File: config.mk
export PLATFORM = sky130hd
export DESIGN_NAME = alu_arbiter_flat
export DESIGN_NICKNAME = d
export VERILOG_FILES = /design/src/rtl/alu_ctrl_pkg.sv /design/src/rtl/alu_arbiter_if.sv /design/src/rtl/rr_arbiter2.sv /design/src/rtl/alu_arbiter.sv /design/src/flat_wrapper.sv
export SDC_FILE = /design/constraint.sdc
export NUM_CORES = 1
export LEC_CHECK = 0
export CAP_MARGIN = 10
export CELL_PAD_IN_SITES_DETAIL_PLACEMENT = 0
export CELL_PAD_IN_SITES_GLOBAL_PLACEMENT = 2
export CORE_MARGIN = 1.5
export CORE_UTILIZATION = 22
export DETAILED_ROUTE_END_ITERATION = 10
export MAX_ROUTING_LAYER = met4
export PLACE_DENSITY = 0.82
export SKIP_CTS_REPAIR_TIMING = 1
export SYNTH_ARGS = -nofsm -noshare
export SYNTH_HDL_FRONTEND = slang
export SYNTH_SLANG_ARGS = --single-unit
File: constraint.sdc
create_clock -name clk -period 3.1 [get_ports clk]
set_input_delay 0.775 -clock clk [delete_from_list [all_inputs] [get_ports clk]]
set_output_delay 0.775 -clock clk [all_outputs]
set_load 0.01 [all_outputs]
File: src/rtl/alu_ctrl_pkg.sv
// -----------------------------------------------------------------------------
// alu_ctrl_pkg
// Shared definitions for the ALU arbiter slice: controller state encoding,
// ALU opcode constants, flag bit positions and a small one-hot helper.
// No ports (package).
// -----------------------------------------------------------------------------
package alu_ctrl_pkg;

  typedef enum logic [1:0] {
    IDLE = 2'd0,
    EXEC = 2'd1,
    RESP = 2'd2
  } state_t;

  localparam logic [7:0] ADD  = 8'h05;
  localparam logic [7:0] ADDI = 8'h50;
  localparam logic [7:0] SUB  = 8'h09;
  localparam logic [7:0] SUBI = 8'h90;
  localparam logic [7:0] CMP  = 8'h0B;
  localparam logic [7:0] CMPI = 8'hB0;

  localparam int FLAG_C = 0;
  localparam int FLAG_L = 1;
  localparam int FLAG_F = 2;
  localparam int FLAG_Z = 3;
  localparam int FLAG_N = 4;

  // Expands a 2-way requester index into its one-hot strobe.
  function automatic logic [1:0] onehot2(input logic idx);
    return idx ? 2'b10 : 2'b01;
  endfunction

endpackage

File: src/rtl/alu_arbiter_if.sv
// -----------------------------------------------------------------------------
// alu_arbiter_if
// Request/response bundle between the two ALU requesters and the arbiter.
// Requester n owns bit n of every per-requester vector and slice n of every
// packed per-requester field.
//   req_valid/req_ready     : request handshake (ready is one-hot or zero)
//   req_a/req_b             : operands, requester n at [n*WIDTH +: WIDTH]
//   req_op/req_fn           : 8-bit opcode and 4-bit ALU function per requester
//   req_flag_we             : per-requester flag-write enable
//   resp_valid/resp_ready   : response handshake per requester
//   resp_result/resp_flags  : captured ALU result and flags
// Modports: master (requester side), slave (arbiter side).
// -----------------------------------------------------------------------------
interface alu_arbiter_if #(
  parameter int WIDTH = 16
);
  logic [1:0]         req_valid;
  logic [1:0]         req_ready;
  logic [2*WIDTH-1:0] req_a;
  logic [2*WIDTH-1:0] req_b;
  logic [15:0]        req_op;
  logic [7:0]         req_fn;
  logic [1:0]         req_flag_we;
  logic [1:0]         resp_valid;
  logic [1:0]         resp_ready;
  logic [WIDTH-1:0]   resp_result;
  logic [4:0]         resp_flags;

  modport master (
    output req_valid, req_a, req_b, req_op, req_fn, req_flag_we, resp_ready,
    input  req_ready, resp_valid, resp_result, resp_flags
  );

  modport slave (
    input  req_valid, req_a, req_b, req_op, req_fn, req_flag_we, resp_ready,
    output req_ready, resp_valid, resp_result, resp_flags
  );
endinterface

File: src/rtl/rr_arbiter2.sv
// -----------------------------------------------------------------------------
// rr_arbiter2
// Two-way round-robin arbiter. A lone requester always wins; on a tie the
// requester that did not win last time gets the grant.
//   clk, reset   : clock, asynchronous active-high reset
//   enable       : arbitration allowed this cycle (controller idle)
//   valid[1:0]   : request vector
//   grant_valid  : a grant is being issued this cycle
//   grant        : index of the granted requester
// -----------------------------------------------------------------------------
module rr_arbiter2 (
  input  logic       clk,
  input  logic       reset,
  input  logic       enable,
  input  logic [1:0] valid,
  output logic       grant_valid,
  output logic       grant
);
  logic last_grant;

  // Grant decode; a tie goes to the requester that lost last time.
  always_comb begin
    grant_valid = enable && (valid != 2'b00);
    grant       = 1'b0;
    unique case (valid)
      2'b01:   grant = 1'b0;
      2'b10:   grant = 1'b1;
      2'b11:   grant = ~last_grant;
      default: grant = 1'b0;
    endcase
  end

  // Resetting to 1 makes requester 0 win the first tie.
  always_ff @(posedge clk or posedge reset) begin
    if (reset) begin
      last_grant <= 1'b1;
    end else if (grant_valid) begin
      last_grant <= grant;
    end
  end
endmodule

File: src/rtl/alu_arbiter.sv
// -----------------------------------------------------------------------------
// alu_arbiter
// Shares one 16-bit ALU between the CPU execute stage (requester 0) and an
// auxiliary unit (requester 1). Each operation runs IDLE -> EXEC -> RESP:
// the winner's operands are latched on accept, driven to the ALU for one
// cycle, and the result plus the ALU flag register are captured at the end
// of that cycle and held until the winner takes the response.
//   clk, reset        : clock, asynchronous active-high reset
//   bus (slave)       : requester request/response bundle
//   alu_reg1/alu_reg2 : ALU operands (zero outside EXEC)
//   alu_op/alu_inst   : ALU instructionOp / inst (zero outside EXEC)
//   alu_flag_write    : ALU flagWrite, only during EXEC
//   alu_result        : combinational ALU result
//   alu_flags         : ALU flag register (updates on negedge clk)
//   busy              : controller not idle
//   grant_id          : current or last granted requester
// -----------------------------------------------------------------------------
module alu_arbiter
  import alu_ctrl_pkg::*;
#(
  parameter int WIDTH = 16,
  parameter int NREQ  = 2
) (
  input  logic                     clk,
  input  logic                     reset,
  alu_arbiter_if.slave             bus,
  output logic [WIDTH-1:0]         alu_reg1,
  output logic [WIDTH-1:0]         alu_reg2,
  output logic [7:0]               alu_op,
  output logic [3:0]               alu_inst,
  output logic                     alu_flag_write,
  input  logic [WIDTH-1:0]         alu_result,
  input  logic [4:0]               alu_flags,
  output logic                     busy,
  output logic [$clog2(NREQ)-1:0]  grant_id
);
  state_t           state;
  state_t           state_nx;
  logic             arb_en;
  logic             gnt_valid;
  logic             gnt;
  logic [WIDTH-1:0] a_q;
  logic [WIDTH-1:0] b_q;
  logic [7:0]       op_q;
  logic [3:0]       fn_q;
  logic             we_q;
  logic [WIDTH-1:0] result_q;
  logic [4:0]       flags_q;

  // Arbitration only happens while idle; gating with reset keeps req_ready
  // low for the whole time reset is held.
  assign arb_en = (state == IDLE) && !reset;

  rr_arbiter2 u_arb (
    .clk         (clk),
    .reset       (reset),
    .enable      (arb_en),
    .valid       (bus.req_valid),
    .grant_valid (gnt_valid),
    .grant       (gnt)
  );

  assign bus.resp_result = result_q;
  assign bus.resp_flags  = flags_q;

  always_ff @(posedge clk or posedge reset) begin
    if (reset) begin
      state <= IDLE;
    end else begin
      state <= state_nx;
    end
  end

  // Next state and outputs. The ALU side is only driven during EXEC so the
  // ALU never sees stale operands or a stray flag write.
  always_comb begin
    state_nx       = state;
    bus.req_ready  = 2'b00;
    bus.resp_valid = 2'b00;
    alu_reg1       = '0;
    alu_reg2       = '0;
    alu_op         = '0;
    alu_inst       = '0;
    alu_flag_write = 1'b0;
    busy           = (state != IDLE);
    unique case (state)
      IDLE: begin
        if (gnt_valid) begin
          bus.req_ready = onehot2(gnt);
          state_nx      = EXEC;
        end
      end
      EXEC: begin
        alu_reg1       = a_q;
        alu_reg2       = b_q;
        alu_op         = op_q;
        alu_inst       = fn_q;
        alu_flag_write = we_q;
        state_nx       = RESP;
      end
      RESP: begin
        bus.resp_valid = onehot2(grant_id);
        if (bus.resp_ready[grant_id]) begin
          state_nx = IDLE;
        end
      end
      default: state_nx = IDLE;
    endcase
  end

  // Operand latch on accept, and result/flag capture at the end of EXEC.
  // The flags are sampled after the ALU's mid-cycle negedge update, so they
  // already include this operation's effect when flag_we was set.
  always_ff @(posedge clk or posedge reset) begin
    if (reset) begin
      a_q      <= '0;
      b_q      <= '0;
      op_q     <= '0;
      fn_q     <= '0;
      we_q     <= 1'b0;
      grant_id <= '0;
      result_q <= '0;
      flags_q  <= '0;
    end else begin
      if (state == IDLE && gnt_valid) begin
        a_q      <= gnt ? bus.req_a[2*WIDTH-1:WIDTH] : bus.req_a[WIDTH-1:0];
        b_q      <= gnt ? bus.req_b[2*WIDTH-1:WIDTH] : bus.req_b[WIDTH-1:0];
        op_q     <= gnt ? bus.req_op[15:8] : bus.req_op[7:0];
        fn_q     <= gnt ? bus.req_fn[7:4] : bus.req_fn[3:0];
        we_q     <= gnt ? bus.req_flag_we[1] : bus.req_flag_we[0];
        grant_id <= gnt;
      end
      if (state == EXEC) begin
        result_q <= alu_result;
        flags_q  <= alu_flags;
      end
    end
  end
endmodule

File: src/flat_wrapper.sv
// flat-port wrapper written by rule: the top's interface ports become plain ports
module alu_arbiter_flat import alu_ctrl_pkg::*;
#(
  parameter int WIDTH = 16,
  parameter int NREQ  = 2
)
  (clk, reset, alu_reg1, alu_reg2, alu_op, alu_inst, alu_flag_write, alu_result, alu_flags, busy, grant_id, bus_req_valid, bus_req_a, bus_req_b, bus_req_op, bus_req_fn, bus_req_flag_we, bus_resp_ready, bus_req_ready, bus_resp_valid, bus_resp_result, bus_resp_flags);
  alu_arbiter_if #(.WIDTH(WIDTH)) bus_i ();
  input  logic clk;
  input  logic reset;
  output logic [WIDTH-1:0] alu_reg1;
  output logic [WIDTH-1:0] alu_reg2;
  output logic [7:0] alu_op;
  output logic [3:0] alu_inst;
  output logic alu_flag_write;
  input  logic [WIDTH-1:0] alu_result;
  input  logic [4:0] alu_flags;
  output logic busy;
  output logic [$clog2(NREQ)-1:0] grant_id;
  input wire logic [$bits(bus_i.req_valid)-1:0] bus_req_valid;
  input wire logic [$bits(bus_i.req_a)-1:0] bus_req_a;
  input wire logic [$bits(bus_i.req_b)-1:0] bus_req_b;
  input wire logic [$bits(bus_i.req_op)-1:0] bus_req_op;
  input wire logic [$bits(bus_i.req_fn)-1:0] bus_req_fn;
  input wire logic [$bits(bus_i.req_flag_we)-1:0] bus_req_flag_we;
  input wire logic [$bits(bus_i.resp_ready)-1:0] bus_resp_ready;
  output wire logic [$bits(bus_i.req_ready)-1:0] bus_req_ready;
  output wire logic [$bits(bus_i.resp_valid)-1:0] bus_resp_valid;
  output wire logic [$bits(bus_i.resp_result)-1:0] bus_resp_result;
  output wire logic [$bits(bus_i.resp_flags)-1:0] bus_resp_flags;
  assign bus_i.req_valid = bus_req_valid;
  assign bus_i.req_a = bus_req_a;
  assign bus_i.req_b = bus_req_b;
  assign bus_i.req_op = bus_req_op;
  assign bus_i.req_fn = bus_req_fn;
  assign bus_i.req_flag_we = bus_req_flag_we;
  assign bus_i.resp_ready = bus_resp_ready;
  assign bus_req_ready = bus_i.req_ready;
  assign bus_resp_valid = bus_i.resp_valid;
  assign bus_resp_result = bus_i.resp_result;
  assign bus_resp_flags = bus_i.resp_flags;
  alu_arbiter #(.WIDTH(WIDTH), .NREQ(NREQ)) u_core (.clk(clk), .reset(reset), .bus(bus_i), .alu_reg1(alu_reg1), .alu_reg2(alu_reg2), .alu_op(alu_op), .alu_inst(alu_inst), .alu_flag_write(alu_flag_write), .alu_result(alu_result), .alu_flags(alu_flags), .busy(busy), .grant_id(grant_id));
endmodule
## Word-level counts from Yosys, hierarchy flattened

Index checks and enable logic that the tools add are counted.

| cells by class | value |
|---|---|
| $add $sub $neg | 0 |
| $mul | 0 |
| div/mod/pow operators | 0 |
| $lt $le $gt $ge | 1 |
| eq/ne operators | 6 |
| shift-type cells | 0 |
| multiplexer cells | 21 |
| bitwise gates (word level) | 1 |
| reductions and logical operators | 8 |

Operator list:

| cell | count |
|---|---|
| $mux W16 | 4 |
| $mux W8 | 2 |
| $mux W2 | 7 |
| $mux W4 | 2 |
| $eq A2 B2 Y1 const B | 3 |
| $pmux W2 S3 | 1 |
| $mux W1 | 4 |
| $ne A2 B1 Y1 const B | 2 |
| $reduce_bool A2 Y1 | 2 |
| $logic_and A1 B1 Y1 | 3 |
| $eq A2 B1 Y1 const B | 1 |
| $logic_not A2 Y1 | 1 |
| $lt A1 B2 Y1 const B | 1 |
| $pmux W1 S2 | 1 |
| $reduce_and A2 Y1 | 1 |
| $logic_not A1 Y1 | 1 |
| $not A1 Y1 | 1 |

| storage, ports and cells | value |
|---|---|
| register bits after elaboration | 70 |
| bits in latches | 0 |
| memory bits (writable) | 0 |
| memory bits (read-only) | 0 |
| bits of input ports | 117 |
| output and inout bits | 72 |
| word-level logic and storage cells | 47 |
| memories | 0 |

## Logic depth before layout (Yosys ltp)

| logic depth | value |
|---|---|
| depth after elaboration | 5 |
| depth in mapped cells | 5 |
| mapped depth without buffers | 3 |

## Modules after synthesis

Synthesis repeated with hierarchy kept, for this count alone.

| unflattened totals | value |
|---|---|
| cell total of the unflattened synthesis | 262 |
| area total of the unflattened synthesis | 3611.0 um^2 |

By module, submodules not included:

| module | instances | cells an instance | area an instance (um^2) | sequential area each (um^2) |
|---|---|---|---|---|
| alu_arbiter | 1 | 256 | 3554.7 | 1726.7 |
| rr_arbiter2 | 1 | 6 | 56.3 | 26.3 |

## Least setup slack after synthesis

Ideal clock, no wire load.

| timing path | value |
|---|---|
| kind | input to output |
| from | input reset |
| to | output bus_req_ready[0] |
| arrival time | 1681 ps |
| path slack | 644 ps |
| stages on the path | 4 |
| path buffers | 2 |
| cell sequence | or3_1 buf_6 buf_6 nor3b_1 |

| on the way | value |
|---|---|
| word-level cells in the longest chain between the ends | 5 |

RTL lines:

| item | line | source |
|---|---|---|
| start, declared | flat_wrapper.sv:10 | `input logic reset;` |
| $logic_not A1 Y1 | alu_arbiter.sv:52 | `assign arb_en = (state == IDLE) && !reset;` |
| $logic_and A1 B1 Y1 | alu_arbiter.sv:52 |  |
| $logic_and A1 B1 Y1 | rr_arbiter2.sv:23 | `grant_valid = enable && (valid != 2'b00);` |
| $mux W2 | alu_arbiter.sv:88 | `if (gnt_valid) begin` |
| $mux W2 | alu_arbiter.sv:86 | `unique case (state)` |
| end, declared | flat_wrapper.sv:27 | `output wire logic [$bits(bus_i.req_ready)-1:0] bus_req_ready;` |

Every way passes these cells.

## Worst setup path in the final report

Ends and elaborated chain as after synthesis.

==> flow_summary.toml <==
[placed_design]
dpl_cell_area_sq_um = 5539
port_buffers = 188
gp_congestion = 0.7109
dp_hpwl_mm = 7.991
place_ws_ns = -0.08737

[detailed_routing]
wire_per_inst_microns = 16.13
drc = 0
antenna_left = 0
avgViaCountPerCell = 4.438
drt_iter0_drc = 94
routed_wirelength_mm = 11.60
vias = 3191
firstDrtPassIters = 5

[finish]
regArea_sq_um = 1753
finalInstanceArea_sq_um = 5879
n_fill_cell = 1496
num_antenna_cells = 0
nNetsFinal = 620
multi_input_area_sq_um = 1508
syn_to_final_growth_pct = 70.93
drive_gt1_share_pct = 12.60

[timing]
fin_ws_ns = 0.3007
finalHoldViolations = 0
whs_ns = 0.5014
slew_violations = 0
worst_slew_pin_slew_ns = 0.9030
fin_crit_sh_pct = 90.30
grt_setup_unrepaired = "false"
clock_skew_ns = 0.006944
slew-limit-headroom_pct = 39.57
setup_viol = 0
tns_ns = 0
fmax_ghz = 0.3572
period_needed_ns = 2.799

[global_route]
antenna_found_initial = 0
grt_pass1_vias = 3286
grt_use_total_pct = 14.78
overflow = 0
grt_max_degree = 48
grt_pass1_wl_mm = 17.85

[die]
dieArea_sq_um = 16390
initial_utilization_pct = 22.54
dieWidth_microns = 128.0
num_rows = 45
core-area_sq_um = 15260
ios = 189
dieHeight_microns = 128.0

[yosys]
yosysTopAreaCell = "dfrtp_1"
netlist_area_sq_um = 3440
yosysTopAreaCellShare_pct = 50.20
synth_area_leaders = "dfrtp_1, a221o_1, and2_1, mux2_2, nor3_1"
synth-seq-cells = 70
synth_fp_nets = 438
ys_types = 25
yosysSeqAreaShare_pct = 50.96
syn_avg_cell_area_sq_um = 10.72
yosys_warnings = 0
syn_inst = 321

[pwr]
leakage_nw = 2.418
powerDensity_nw_per_um2 = 795.6
ir_worst_vdd_mv = 0.2599

[min_path]
hold_end = "u_core.bus.resp_result[2]"
min-delay-start = "u_core.bus.resp_result[2]"
whs_path_depth = 1
hold_path.class = "flip-flop to flip-flop"

[clocking]
clockRootBuffer = "clkbuf_16"
clock-sinks = 70
cts_buffers = 9
clockBufferDepth = 2
clock_latency_ns = 0.34
htree_num_levels = 3
cts_tree = "done"
clk_pin_slew_ns = 0.05

[critical_path]
critPathLaunchType = "input pin"
reg2reg_from = "u_core.state[1]"
critPathTopFamily = "buffers and inverters"
critPathSlowestCell = "or3_2"
critPathMaxFanout = 2
crit_arrival_ns = 2.02
critPathKind = "input pin to output pin"
cp.required_ns = 2.32
path_cells = "clkdlybuf4s50_1 > or3_2 > nor3b_1 > dlymetal6s2s_1"
end_kind = "output pin"
r2r_cells = 5
r2r_setup_slack_ns = 1.26
r2r_end = "u_core.b_q[10]"
slowest_delay_ns = 0.43
worstSetupStartpoint = "reset"
cp_num_buf_inv = 2

[status]
status = "finished clean"

[flow_run]
maxCapViolCount = 0
## cells in the mapped netlist
| master | number |
|---|---|
| clkbuf_1 | 12 |
| mux2_2 | 22 |
| buf_4 | 1 |
| a21o_1 | 2 |
| o21bai_1 | 1 |
| dfstp_2 | 1 |
| buf_2 | 10 |
| inv_1 | 3 |
| and2_1 | 45 |
| nand2_1 | 45 |
| a221o_1 | 45 |
| or2_2 | 1 |
| o21ai_1 | 1 |
| nand2b_1 | 1 |
| and3_1 | 1 |
| nor2_1 | 2 |
| and4b_1 | 1 |
| or3_1 | 1 |
| buf_6 | 8 |
| nor3_1 | 42 |
| nor2b_1 | 2 |
| dfrtp_1 | 69 |
| nor3b_1 | 1 |
| nor3_2 | 3 |
| buf_1 | 1 |
## power by group
group          switching [mW]  total [mW]  internal [mW]
registers               0.236        1.60           1.36
clock network           0.394        1.16          0.769
logic                   0.789        1.92           1.13
## stage by stage
stage	util [%]	power, mW	instances
final	38.53	4.678	719
after CTS	38.50	4.739	719
after global placement	36.30	3.510	703
after detailed placement	36.30	3.559	703
after floorplan	-	2.609	321
after global routing	38.53	4.970	719
## cells in the final DEF (no fill, tap or decap), types with 2 or more instances in the layout
cell type | netlist | final
inv_1 | 3 | 2
clkbuf_16 | 0 | 9
nor2b_4 | 0 | 2
bufinv_16 | 0 | 2
nor3_1 | 42 | 42
clkinv_2 | 0 | 2
and2_1 | 45 | 45
clkdlybuf4s50_1 | 0 | 185
dfrtp_1 | 69 | 69
nand2_1 | 45 | 45
a21o_1 | 2 | 2
dlymetal6s2s_1 | 0 | 2
nor3_2 | 3 | 3
nor2_1 | 2 | 2
a221o_1 | 45 | 45
clkbuf_8 | 0 | 3
mux2_2 | 22 | 22
buf_4 | 1 | 14
## sequential cells by signal, indices dropped and copies added, names as in the netlist
signal,count
u_core.grant_id,1
u_core.op_q,8
u_core.b_q,16
u_core.u_arb.last_grant,1
u_core.bus.resp_flags,5
u_core.bus.resp_result,16
u_core.state,2
u_core.fn_q,4
u_core.we_q,1
u_core.a_q,16
## cells by family after synthesis
| kind of cell | synth area share (%) |
|---|---|
| mux | 7.203 |
| buf+inv | 6.039 |
| flops | 50.96 |
| compound gates | 13.90 |
| simple gates | 21.90 |
## routing by layer
metal	vias to the layer above	GRT usage [%]	part of all wire (%)
li1	1520	-	-
met1	1510	17.98	45
met2	149	23.62	45
met3	12	3.840	7.7
met4	0	5.552	1.6
met5	-	-	0
## how the worst max path moves through the flow
stage	cells past startpoint	endpoint	slack, ns
2_1_floorplan	1	u_core.a_q[0]	0.56
3_3_place_gp	4	bus_req_ready[0]	-0.12
3_5_place_dp	4	bus_req_ready[0]	-0.09
4_1_cts	4	bus_req_ready[0]	-0.09
5_1_grt	4	bus_req_ready[0]	0.24
6_report	4	bus_req_ready[0]	0.30
## cell type report
class                           instances  share of cell area [%]
Tap cell                              211                   4.490
Multi-Input combinational cell        216                   25.64
Timing Repair Buffer                  203                   34.13
Sequential cell                        70                   29.81
Clock inverter                          3                   1.107
Clock buffer                           13                   4.597
Inverter                                3                  0.2128
Note: power is estimated with default switching activity, not from simulation.
